### src/rtl/uart_echo_host.sv
// Host-side echo initiator: streams an incrementing byte sequence into uart_core,
// checks each returned echo (exact or ASCII case-flipped) and reports pass/fail.
module uart_echo_host #(
   parameter int unsigned N_PACKETS      = 50,
   parameter logic [7:0]  START_CHAR     = 8'h41,
   parameter int unsigned TIMEOUT_CYCLES = 1_225_000
) (
   input  logic       clk,
   input  logic       rst,
   input  logic       start,
   output logic [7:0] tx_data,
   output logic       tx_valid,
   input  logic       tx_ready,
   input  logic [7:0] rx_data,
   input  logic       rx_valid,
   output logic       rx_ready,
   output logic       busy,
   output logic       done,
   output logic       pass,
   output logic       timeout,
   output logic [7:0] err_cnt,
   output logic [7:0] pkt_cnt
);

   localparam int unsigned       TIMER_W    = $clog2(TIMEOUT_CYCLES);
   localparam logic [TIMER_W-1:0] TIMER_LAST = TIMER_W'(TIMEOUT_CYCLES - 1);
   localparam logic [TIMER_W-1:0] TIMER_ONE  = TIMER_W'(1);
   localparam logic [7:0]        PKT_LAST   = 8'(N_PACKETS);
   localparam logic [7:0]        CASE_DELTA = 8'h20;

   typedef enum logic [2:0] {
      S_IDLE,
      S_SEND,
      S_WAIT_ECHO,
      S_CHECK,
      S_DONE
   } state_e;

   state_e               state_q;
   logic [7:0]           cur_char_q;
   logic [7:0]           echo_q;
   logic [7:0]           err_cnt_q;
   logic [7:0]           pkt_cnt_q;
   logic [TIMER_W-1:0]   timer_q;
   logic                 tx_valid_q;
   logic                 rx_ready_q;
   logic                 busy_q;
   logic                 done_q;
   logic                 pass_q;
   logic                 timeout_q;

   logic                 echo_match;
   logic                 tx_fire;
   logic                 rx_fire;
   logic                 timer_expired;
   logic [7:0]           err_cnt_d;
   logic [7:0]           pkt_cnt_d;
   logic [7:0]           cur_char_d;

   // An echo is accepted unchanged or with the ASCII case bit flipped either way.
   always_comb begin
      echo_match = (echo_q == cur_char_q)
                || (echo_q == cur_char_q + CASE_DELTA)
                || (echo_q == cur_char_q - CASE_DELTA);
      err_cnt_d  = err_cnt_q;
      if (!echo_match && (err_cnt_q != 8'hFF)) begin
         err_cnt_d = err_cnt_q + 8'd1;
      end
      pkt_cnt_d  = pkt_cnt_q + 8'd1;
      cur_char_d = cur_char_q + 8'd1;
   end

   assign tx_fire       = tx_valid_q & tx_ready;
   assign rx_fire       = rx_valid & rx_ready_q;
   assign timer_expired = (timer_q == TIMER_LAST);

   // NOTE: all state lives in one clocked block with non-blocking assignments, and the
   // synchronous reset is its first branch so it overrides start and every transition.
   always_ff @(posedge clk) begin
      if (rst) begin
         state_q    <= S_IDLE;
         cur_char_q <= START_CHAR;
         echo_q     <= 8'h00;
         err_cnt_q  <= 8'h00;
         pkt_cnt_q  <= 8'h00;
         timer_q    <= '0;
         tx_valid_q <= 1'b0;
         rx_ready_q <= 1'b0;
         busy_q     <= 1'b0;
         done_q     <= 1'b0;
         pass_q     <= 1'b0;
         timeout_q  <= 1'b0;
      end else begin
         unique case (state_q)
            S_IDLE, S_DONE: begin
               if (start) begin
                  state_q    <= S_SEND;
                  cur_char_q <= START_CHAR;
                  err_cnt_q  <= 8'h00;
                  pkt_cnt_q  <= 8'h00;
                  timeout_q  <= 1'b0;
                  done_q     <= 1'b0;
                  pass_q     <= 1'b0;
                  busy_q     <= 1'b1;
                  tx_valid_q <= 1'b1;
               end
            end

            S_SEND: begin
               if (tx_fire) begin
                  state_q    <= S_WAIT_ECHO;
                  tx_valid_q <= 1'b0;
                  rx_ready_q <= 1'b1;
                  timer_q    <= '0;
               end
            end

            S_WAIT_ECHO: begin
               if (rx_fire) begin
                  state_q    <= S_CHECK;
                  echo_q     <= rx_data;
                  rx_ready_q <= 1'b0;
               end else if (timer_expired) begin
                  state_q    <= S_DONE;
                  rx_ready_q <= 1'b0;
                  timeout_q  <= 1'b1;
                  done_q     <= 1'b1;
                  pass_q     <= 1'b0;
                  busy_q     <= 1'b0;
               end else begin
                  timer_q <= timer_q + TIMER_ONE;
               end
            end

            S_CHECK: begin
               err_cnt_q  <= err_cnt_d;
               pkt_cnt_q  <= pkt_cnt_d;
               cur_char_q <= cur_char_d;
               if (pkt_cnt_d == PKT_LAST) begin
                  state_q <= S_DONE;
                  done_q  <= 1'b1;
                  busy_q  <= 1'b0;
                  pass_q  <= (err_cnt_d == 8'h00) && !timeout_q;
               end else begin
                  state_q    <= S_SEND;
                  tx_valid_q <= 1'b1;
               end
            end

            default: begin
               state_q    <= S_IDLE;
               tx_valid_q <= 1'b0;
               rx_ready_q <= 1'b0;
               busy_q     <= 1'b0;
            end
         endcase
      end
   end

   assign tx_data  = cur_char_q;
   assign tx_valid = tx_valid_q;
   assign rx_ready = rx_ready_q;
   assign busy     = busy_q;
   assign done     = done_q;
   assign pass     = pass_q;
   assign timeout  = timeout_q;
   assign err_cnt  = err_cnt_q;
   assign pkt_cnt  = pkt_cnt_q;

endmodule
### config.mk
export PLATFORM = sky130hd
export DESIGN_NAME = uart_echo_host
export DESIGN_NICKNAME = d
export VERILOG_FILES = /design/src/rtl/uart_echo_host.sv
export SDC_FILE = /design/constraint.sdc
export NUM_CORES = 1
export LEC_CHECK = 0
export CORE_ASPECT_RATIO = 0.5
export CORE_UTILIZATION = 50
export CTS_BUF_LIST = sky130_fd_sc_hd__clkbuf_4 sky130_fd_sc_hd__clkbuf_8
export DETAILED_ROUTE_END_ITERATION = 8
export PLACE_DENSITY = 0.73
export SLEW_MARGIN = 20
export SYNTH_ARGS = -nofsm -noshare
export SYNTH_HDL_FRONTEND = slang
export SYNTH_SLANG_ARGS = --single-unit
### constraint.sdc
create_clock -name clk -period 3.35 [get_ports clk]
set_input_delay 0.335 -clock clk [delete_from_list [all_inputs] [get_ports clk]]
set_output_delay 0.335 -clock clk [all_outputs]
set_load 0.005 [all_outputs]
=== Word level (Yosys, flattened, before mapping) ===
Index checks and enable logic that the tools add are counted.

* Output and inout port bits: 30
* Register bits after elaboration: 62

* Reductions and logical operators: 23
* Eq/ne operators: 18
* $add $sub $neg: 6
* Bitwise gates (word level): 5
* Mux-type cells: 35

{| class="wikitable"
|+ Operators with widths
! operator !! count
|-
| 21-bit 2-to-1 mux || 3
|-
| 8-bit case mux with 2 select lines || 3
|-
| 21-bit case mux with 2 select lines || 1
|-
| 8-bit by 1-bit adder with 8-bit output, second input constant || 3
|-
| 8-bit == test || 3
|-
| 8-bit 2-to-1 mux || 3
|-
| 21-bit by 1-bit adder with 21-bit output, second input constant || 1
|-
| 21-bit == test, second input constant || 1
|-
| 3-bit 2-to-1 mux || 5
|-
| 2-bit inequality test, second input constant || 7
|-
| 1-bit 2-to-1 mux || 13
|-
| 3-bit case mux with 4 select lines || 1
|-
| 4-bit AND reduction || 3
|-
| 5-bit AND reduction || 2
|-
| 1-bit case mux with 3 select lines || 3
|-
| 8-bit by 6-bit adder with 8-bit output, second input constant || 1
|-
| 8-bit by 6-bit == test with 1-bit output, second input constant || 1
|-
| 8-bit logical NOT || 1
|-
| 8-bit inequality test, second input constant || 1
|-
| 1-bit case mux with 4 select lines || 2
|-
| 8-bit by 6-bit subtractor with 8-bit output, second input constant || 1
|-
| 3-bit by 2-bit == test with 1-bit output, second input constant || 2
|-
| 3-bit AND reduction || 2
|-
| 2-bit nonzero test || 3
|-
| other kinds (14) || 21
|}

=== Logic depth before layout (Yosys ltp) ===
* Word-level depth: 11
* Depth in mapped cells: 9
* Depth with buffers taken out: 9

=== Least setup slack after synthesis ===
No wires, ideal clock.

* Path kind: register to register
* Start: register cur_char_q[5], in the netlist tx_data[5]
* End: register pass_q, in the netlist pass
* Stages on the path, launching flop included: 10
* Path slack: 0.869 ns
* Clock period less this slack: 2.481 ns
* Setup time: 0.088 ns
* Data required time: 3.262 ns
* Path buffers: 0
* Arrival time: 2.392 ns
* Cell sequence: dfxtp_1 > inv_1 > ha_1 > xor2_1 > mux2i_1 > mux2_4 > o21a_1 > nor4b_1 > o22ai_1 > o32ai_2

* Longest elaborated chain between the ends: 11
* Elaborated cells between the ends (all ways): 14
* Classes of those cells: add/sub: 2; eq/ne: 3; mux: 3; reduce/logical: 6

{| class="wikitable"
|+ Ends and longest elaborated chain
! item !! line !! source
|-
| start, declared || 40 || <nowiki>logic [7:0] cur_char_q;</nowiki>
|-
| start signal, assigned || 138 || <nowiki>cur_char_q <= cur_char_d;</nowiki>
|-
| 8-bit by 6-bit adder with 8-bit output || 63 || <nowiki>|| (echo_q == cur_char_q + CASE_DELTA)</nowiki>
|-
| 8-bit == test || 63 ||
|-
| 1-bit logical OR || 63 ||
|-
| 1-bit logical OR * || 64 || <nowiki>|| (echo_q == cur_char_q - CASE_DELTA);</nowiki>
|-
| 1-bit logical NOT * || 66 || <nowiki>if (!echo_match && (err_cnt_q != 8'hFF)) begin</nowiki>
|-
| 1-bit logical AND * || 66 ||
|-
| 8-bit 2-to-1 mux * || 66 ||
|-
| 8-bit logical NOT * || 143 || <nowiki>pass_q <= (err_cnt_d == 8'h00) && !timeout_q;</nowiki>
|-
| 1-bit logical AND * || 143 ||
|-
| 1-bit 2-to-1 mux * || 139 || <nowiki>if (pkt_cnt_d == PKT_LAST) begin</nowiki>
|-
| 1-bit case mux with 3 select lines * || 94 || <nowiki>unique case (state_q)</nowiki>
|-
| end signal, assigned || 143 ||
|-
| end, declared || 49 || <nowiki>logic pass_q;</nowiki>
|}

Every way passes the cells marked *; elsewhere a longest branch is shown, timed or not. The select of a mux whose other input is x is not followed.
A chain may end at the register's enable or synchronous reset.

=== Worst setup path in the final report ===
Same ends and word-level chain as after synthesis.

==> metrics <==
status finished, final reports clean; Worst-Skew Late Latency 0.34 ns; fin crit share 82.1%; Routed WL per cell 14.6 um; I/O pins 43; Global Route Usage Sum 23.8%; peak supply drop 307 uV; cell taking the most area after synthesis dfxtp_1; Residual DRC 0; Synth Area in Adders 2.60%; PwrDens 456 mW/mm^2; share of cells above drive strength 1 7.17%; Crit Path Max Fanout 7; Final GP Congestion 0.883; register area share after synthesis 36.8%; dpl ws 0.649 ns; hpwl dp 5780 um; CP endpoint kind flop; EDFF count, synth 0; Req. time, crit path 3.60 ns; Worst slew margin 40.9%; setup repair bufs after CTS 0; Worst Tran Pin Value 0.887 ns; Synth Area in Compound Gates 15.3%; drt via density 5.71; synth unique cells 57; row count 20; die area 0.00710 mm^2; Core ar. 0.00628 mm^2; Net count, final 491; Setup CP Type flop to flop; Yosys top cell area share 36.8%; Max Clock Skew 0.00846 ns; Synth async-reset ratio 0%; multi-input logic area 0.00201 mm^2; Starting Density 53.7%; Port-buffer cells 42; gr ovfl total 0; Routed Antenna Nets 0; CP Launch Type flop; Die H 60.1 um; Post-synth top cells nor2_1, dfxtp_1, nand2_1; Synth Area in XOR/XNOR 8.31%; Placed Area 0.00388 mm^2; Pre-Repair DR Iteration Count 5; Synth warnings 0; Root Buffer Master clkbuf_8; cts hold-fix bufs 0; initial antenna violation count 0; Sequential cell area 0.00124 mm^2; Iteration-0 DRC Markers 159; n_diodes 0; hold slack 0.483 ns; die width 118 um; leakage power 1.37 nW; leading post-synthesis cells by cell area dfxtp_1, nor2_1, xnor2_1; Final setup viols 0; Fill cells 528; TritonCTS Sinks 62; Synth Register Bits 62; drt total wl 8220 um; Core Util, Final 64.3%; Mapped Nets 451; fmax 363 MHz; vias in the first global route 2827; largest net degree at the start of global routing 38; Slew Limit Fails 0; Final Instance Area 0.00404 mm^2; class of the worst hold path flop to flop; clk slew on worst S/H paths 0.06 ns; max_cap viols 0; Synth Flop Type dfxtp_1; H-tree levels 3; mux cell area share after synthesis 4.04%; main combinational cell family by area after synthesis simple AND/OR/NAND/NOR gates; total CTS buffers 9; post-route setup TNS 0 ns; synthesis-to-layout area growth 19.7%; Syn Inst Count 431; Simple-Gate Fraction of Synth Area 29.1%; min Tclk post-route 2.75 ns; most frequent cell after synthesis nor2_1; RSZ-0062 raised after global routing no; CTS tree built; vias 3211; Mean Syn Cell Area 7.83 um^2; first-pass GRT wire length 13200 um; post-CTS sizing 0; Post-Syn Area 0.00337 mm^2; setup ws final 0.598 ns; final hold vios 0; CP Data Arrival Time 3.00 ns; Longest Clk Path Bufs 2
## final timing paths
| check | startpoint | to | slack [ns] | depth (start not counted) |
|---|---|---|---|---|
| worst max-delay path | tx_data[5] | pass | 0.60 | 9 |
| worst min-delay path | done | done | 0.48 | 1 |
| worst max register to register | tx_data[5] | pass | 0.60 | 9 |
| worst min register to register | done | done | 0.48 | 1 |
## area by class of cell
cell class / instances / area share [%]
repair buffers: 48 / 11.5
clock inverters: 2 / 0.248
flip-flops and latches: 62 / 30.7
multi-input cells: 337 / 49.8
well taps: 88 / 2.73
inverters: 13 / 1.21
clock buffers: 12 / 3.78
## layer usage
metal | global-route usage [%] | wire (um) | up-vias
met5 | 0 | 0 | -
met4 | 9.89 | 87 | 0
met3 | 7.06 | 526 | 10
met2 | 40.3 | 3810 | 106
met1 | 29.2 | 3790 | 1502
li1 | - | - | 1593
## placed cells by master (no fill, tap or decap), types with 11 or more instances in the layout
| cell | netlist | layout |
|---|---|---|
| a21oi_1 | 29 | 29 |
| nand2_1 | 42 | 42 |
| mux2i_1 | 11 | 11 |
| o21ai_0 | 15 | 15 |
| dfxtp_1 | 62 | 62 |
| nor3_1 | 19 | 18 |
| nand4_1 | 12 | 12 |
| xnor2_1 | 22 | 22 |
| inv_1 | 13 | 13 |
| clkdlybuf4s50_1 | 0 | 42 |
| nor2_1 | 75 | 75 |
| nand3_1 | 18 | 18 |
## worst max-delay path, stage by stage (launching register included)
cell and delay (ns):
dfxtp_1 0.41, inv_1 0.10, ha_1 0.31, xor2_1 0.18
mux2i_1 0.28, mux2_4 0.34, o21a_1 0.28, o31ai_1 0.29
o221ai_1 0.19, o32ai_2 0.27
## flip-flops by register name (all words and copies together) (netlist names)
name / count
state_q: 3
done: 1
timer_q: 21
timeout: 1
pkt_cnt: 8
busy: 1
err_cnt: 8
tx_data: 8
tx_valid: 1
rx_ready: 1
pass: 1
echo_q: 8
## per-stage QoR
stage                     power [W]  cells
after floorplan             0.00114    431
after CTS                   0.00185    562
after detailed placement    0.00128    548
after global routing        0.00195    562
after global placement      0.00127    548
final                       0.00184    562
## power breakdown
group          switching, W  internal, W  total (W)
combinational      0.000266     0.000179   0.000446
sequential        0.0000494     0.000779   0.000828
clock              0.000272     0.000294   0.000566
## kinds of logic after synthesis
kind of cell / after synthesis
AO/OA/AOI/OAI: 80
XOR/XNOR: 32
adder cells (fa/ha/maj): 7
buffers and inverters: 32
flip-flops: 62
multiplexers: 13
AND/OR/NAND/NOR: 205
No activity file was read; power rests on OpenSTA's default activity.
==> patch 1, RTL diff (same settings) <==
Set the parameter `TIMEOUT_CYCLES` to 2_450_000 (it was 1_225_000).
--- a/src/rtl/uart_echo_host.sv
+++ b/src/rtl/uart_echo_host.sv
@@ -3,7 +3,7 @@
 module uart_echo_host #(
    parameter int unsigned N_PACKETS      = 50,
    parameter logic [7:0]  START_CHAR     = 8'h41,
-   parameter int unsigned TIMEOUT_CYCLES = 1_225_000
+   parameter int unsigned TIMEOUT_CYCLES = 2_450_000
 ) (
    input  logic       clk,
    input  logic       rst,
Check against the original RTL: no difference found for any inputs over 10 cycles, from zero or initial values and one cycle with rst high; that may be too few to reach the edited logic, so the function may still have changed.
==> patch 1 against the original RTL <==
Sequential cell count grew 1; synthesized area rose by 0.37%; non-clock buffer count unchanged; maximum frequency down 4.8%; design area is 1.3% higher; worst setup slack worse by 0.14 ns; synthesized cell count decreased by 3.7%; wire length is 3.4% lower; critical path depth is the same; highest routed layer unchanged.
Power is not compared: it rests on default switching activity, and its combinational part moved more than twofold at a synthesized area within 25%.
==> patch 1: results (changes against the original RTL) <==
- Tot GR Track Use: 0.242 (was 0.238)
- Max reg flops: 22 (was 21)
- DPL Wire Length: 5.62 mm (was 5.78 mm)
- Synth top cells by count: dfxtp_1, nor2_1, nand2_1 (was nor2_1, dfxtp_1, nand2_1)
- Drt wl/cell: 14.5 µm (was 14.6 µm)
- TritonCTS sink count: 63 (was 62)
- Worst Hold Depth: 2 (was 1)
- Worst reg-to-reg setup slack: 0.46 ns (was 0.60 ns)
- Status: finished, final reports clean (unchanged)
- Post_cts resized: 0 (unchanged)
- Vias in the first global route: 2908 (was 2827)
- First-pass GRT wire length: 13.4 mm (was 13.2 mm)
- Worst hold slack: 0.522 ns (was 0.483 ns)
- Max_slew headroom: 0.455 (was 0.409)
- Arr. time, crit path: 3.13 ns (was 3.00 ns)
- Register area share after synthesis: 0.373 (was 0.368)
- Max clock buf depth: 2 (unchanged)
- Netlist cell types: 53 (was 57)
- Most area-consuming cells after synthesis: dfxtp_1, nor2_1, xor2_1 (was dfxtp_1, nor2_1, xnor2_1)
- Layout Skew: 0.00863 ns (was 0.00846 ns)
- Gpl congestion: 0.891 (was 0.883)
- Fin nets: 476 (was 491)
- Mapped Nets: 435 (was 451)
- Largest net degree at the start of global routing: 43 (was 38)
- Layout cells sized above 1: 0.0672 (was 0.0717)
[patch 1: changes by cell type in the layout (fill, tap and decap cells not counted), moves of 5 or more]
cell and change:
xnor2_1 -11, xor2_1 +11, nor4_1 -5, a21oi_1 -6
and3_1 +6, a31oi_1 +5, nor3_1 -8, nor2_1 -13
o21ai_0 +5
[patch 1: power groups by stage]
stage,registers (mW),logic [mW],clock network (mW)
floorplan,0.777,0.0557,0
global placement,0.781,0.0877,0
detailed placement,0.781,0.0891,0
CTS,0.764,0.0896,0.701
global route,0.766,0.0980,0.740
finish,0.764,0.0897,0.682
[patch 1: cells by family (layout without fill, tap and decap cells)]
group           Yosys count  count (layout)  share of synthesized area
compound gates           86              86                      0.170
xor+xnor                 32              32                     0.0828
fa+ha+maj                 7               7                     0.0259
buf+inv                  28              74                     0.0344
flops                    63              63                      0.373
mux                      14              14                     0.0418
simple gates            185             185                      0.273
[patch 1: worst max-delay path by stage]
stage	from	end	slack [ns]	cells after the start
6_report	tx_data[5]	pass	0.46	9
5_1_grt	tx_data[5]	pass	0.30	9
4_1_cts	tx_data[5]	pass	0.47	9
3_5_place_dp	tx_data[5]	pass	0.48	9
3_3_place_gp	tx_data[5]	pass	0.60	9
2_1_floorplan	tx_data[5]	pass	0.93	10
[patch 1: stage by stage]
step                cells  setup WS (ns)  total power [mW]  cell area (µm²)  utilization
floorplan             415          0.930             0.833             3390            -
global placement      533          0.605             0.869             3880        0.616
detailed placement    533          0.482             0.870             3880        0.616
CTS                   549          0.472              1.55             4090        0.649
global route          549          0.299              1.60             4090        0.649
finish                549          0.460              1.54             4090        0.649
[patch 1: worst max-delay path, cell delays in order (launching register included)]
cell and delay (ns):
dfxtp_1 0.41, inv_1 0.10, ha_1 0.31, xor2_1 0.23, mux2_2 0.36, o21ai_0 0.16, nand3_1 0.40, and2_1 0.35
a41o_1 0.24, a41o_1 0.21
[patch 1: routing by layer]
metal	routed length [µm]	GRT usage
met3	359	0.0792
met1	3800	0.293
met5	0	0
met2	3670	0.408
met4	108	0.0940
[patch 1: layout make-up]
type	count	area [µm²]
clock inverter	6	70.1
fill	548	2220
inverter	10	37.5
sequential	63	1260
clock buffer	10	138
tap	88	110
timing repair buffer	48	465
multi-input combinational	324	2010
==> patch 2, RTL diff (same flow settings) <==
Without the edit above. Reset style: asynchronous (`rst`), changed in one clocked block. Comments in the files are not updated.
--- a/src/rtl/uart_echo_host.sv
+++ b/src/rtl/uart_echo_host.sv
@@ -76,7 +76,7 @@
 
    // NOTE: all state lives in one clocked block with non-blocking assignments, and the
    // synchronous reset is its first branch so it overrides start and every transition.
-   always_ff @(posedge clk) begin
+   always_ff @(posedge clk or posedge rst) begin
       if (rst) begin
          state_q    <= S_IDLE;
          cur_char_q <= START_CHAR;
Behaviour: differs if rst is asserted again (counterexample within 4 cycles, from zero or initial values and one cycle with rst high); with rst held inactive, the same outputs for 10 cycles.
==> patch 2 against the original RTL <==
Synthesized area increased by 10%; design area is 8.7% higher; count of clock-buffer cells in the layout grew 3; critical path depth decreased by 1; maximum frequency is 2.8% higher; sequential cell count unchanged; critical path type unchanged; via count grew 1.4%; worst setup slack improved by 0.075 ns; synthesized cell count is 3.2% lower; first-iteration DRC count increased by 53%; highest routed layer unchanged; largest cell class unchanged; wire length up 7.6%.
Power is not compared: it rests on default switching activity, and its combinational part moved more than twofold at a synthesized area within 25%.
==> patch 2: results (changes against the original RTL) <==
- Status: finished, final reports clean (unchanged)
- Via count: 3257 (was 3211)
- Gpl congestion: 0.867 (was 0.883)
- Netlist cell types: 64 (was 57)
- Tot GR Track Use: 0.253 (was 0.238)
- R2r endpoint: pass (unchanged)
- CP max-delay cell: dfstp_2 (was dfxtp_1)
- DPL Wire Length: 6.13 mm (was 5.78 mm)
- Layout cells sized above 1: 0.0996 (was 0.0717)
- Worst Hold Class: input pin to async pin (was flop to flop)
- Layout Skew: 0.00719 ns (was 0.00846 ns)
- Placed inst area: 0.00420 mm² (was 0.00388 mm²)
- Dominant synthesized flop cell: dfrtp_1 (was dfxtp_1)
- R2r worst-path depth: 8 (was 9)
- Fillers: 599 (was 528)
- Minimum clock period: 2.68 ns (was 2.75 ns)
- Arr. time, crit path: 2.93 ns (was 3.00 ns)
- Fin nets: 477 (was 491)
- Initial drt markers: 243 (was 159)
- Routed wire length: 8.84 mm (was 8.22 mm)
- Synth top cells by count: dfrtp_1, nand2_1, nor2_1 (was nor2_1, dfxtp_1, nand2_1)
- Max_slew headroom: 0.350 (was 0.409)
- First-pass GRT wire length: 15.1 mm (was 13.2 mm)
- Most area-consuming cells after synthesis: dfrtp_1, nand2_1, nor2_1 (was dfxtp_1, nor2_1, xnor2_1)
- Asr flop ratio synth: 1.00 (was 0)
[patch 2: cell types whose count changed after synthesis, sizes merged, moves of 6 or more]
cell   change
buf        +6
xnor2      -6
nor4       -7
o21ai     +10
a21oi     -16
nor2      -31
dfrtp     +60
nand2     +17
dfxtp     -62
[patch 2: power breakdown]
| part | internal [mW] | leakage [nW] | total, mW | switching [mW] |
|---|---|---|---|---|
| registers | 0.901 | 0.832 | 1.12 | 0.221 |
| logic | 0.419 | 0.944 | 0.972 | 0.553 |
| clock network | 0.342 | 0.101 | 0.629 | 0.287 |
[patch 2: stage by stage]
step / hold WS [ns] / instances
after CTS: 0.320 / 554
after detailed placement: 0.493 / 538
after global placement: 0.483 / 538
after global routing: 0.339 / 554
after floorplan: 0.440 / 417
final: 0.313 / 554
[patch 2: area by class of cell]
type                       instances  area share
multi-input combinational        322       0.459
sequential                        62       0.354
timing repair buffer              49       0.108
clock buffer                      15      0.0413
tap                               92      0.0262
inverter                          13      0.0111
clock inverter                     1     0.00114
[patch 2: worst max-delay path: cells and delay by family, from the launching register on]
family | cells | cell delay [ns]
compound gates | 3 | 0.77
mux | 2 | 0.69
flops | 1 | 0.56
fa+ha+maj | 1 | 0.30
xor+xnor | 1 | 0.19
buf+inv | 1 | 0.07
[patch 2: per-layer routing]
layer  global-route usage  vias up  wire length [µm]
li1                     -     1582                 -
met1                0.343     1581              4150
met2                0.378       85              4100
met3               0.0693        9               501
met4                0.102        0                99
met5                    0        -                 0
[patch 2: kinds of logic after synthesis]
group / count (synthesis) / share of synthesized area
AOI/OAI and AO/OA: 88 / 0.170
xor gates and xnor gates: 28 / 0.0661
adders and majority gates: 7 / 0.0236
buffers and inverters: 33 / 0.0404
DFF: 62 / 0.419
muxes: 7 / 0.0192
and+or+nand+nor: 192 / 0.262
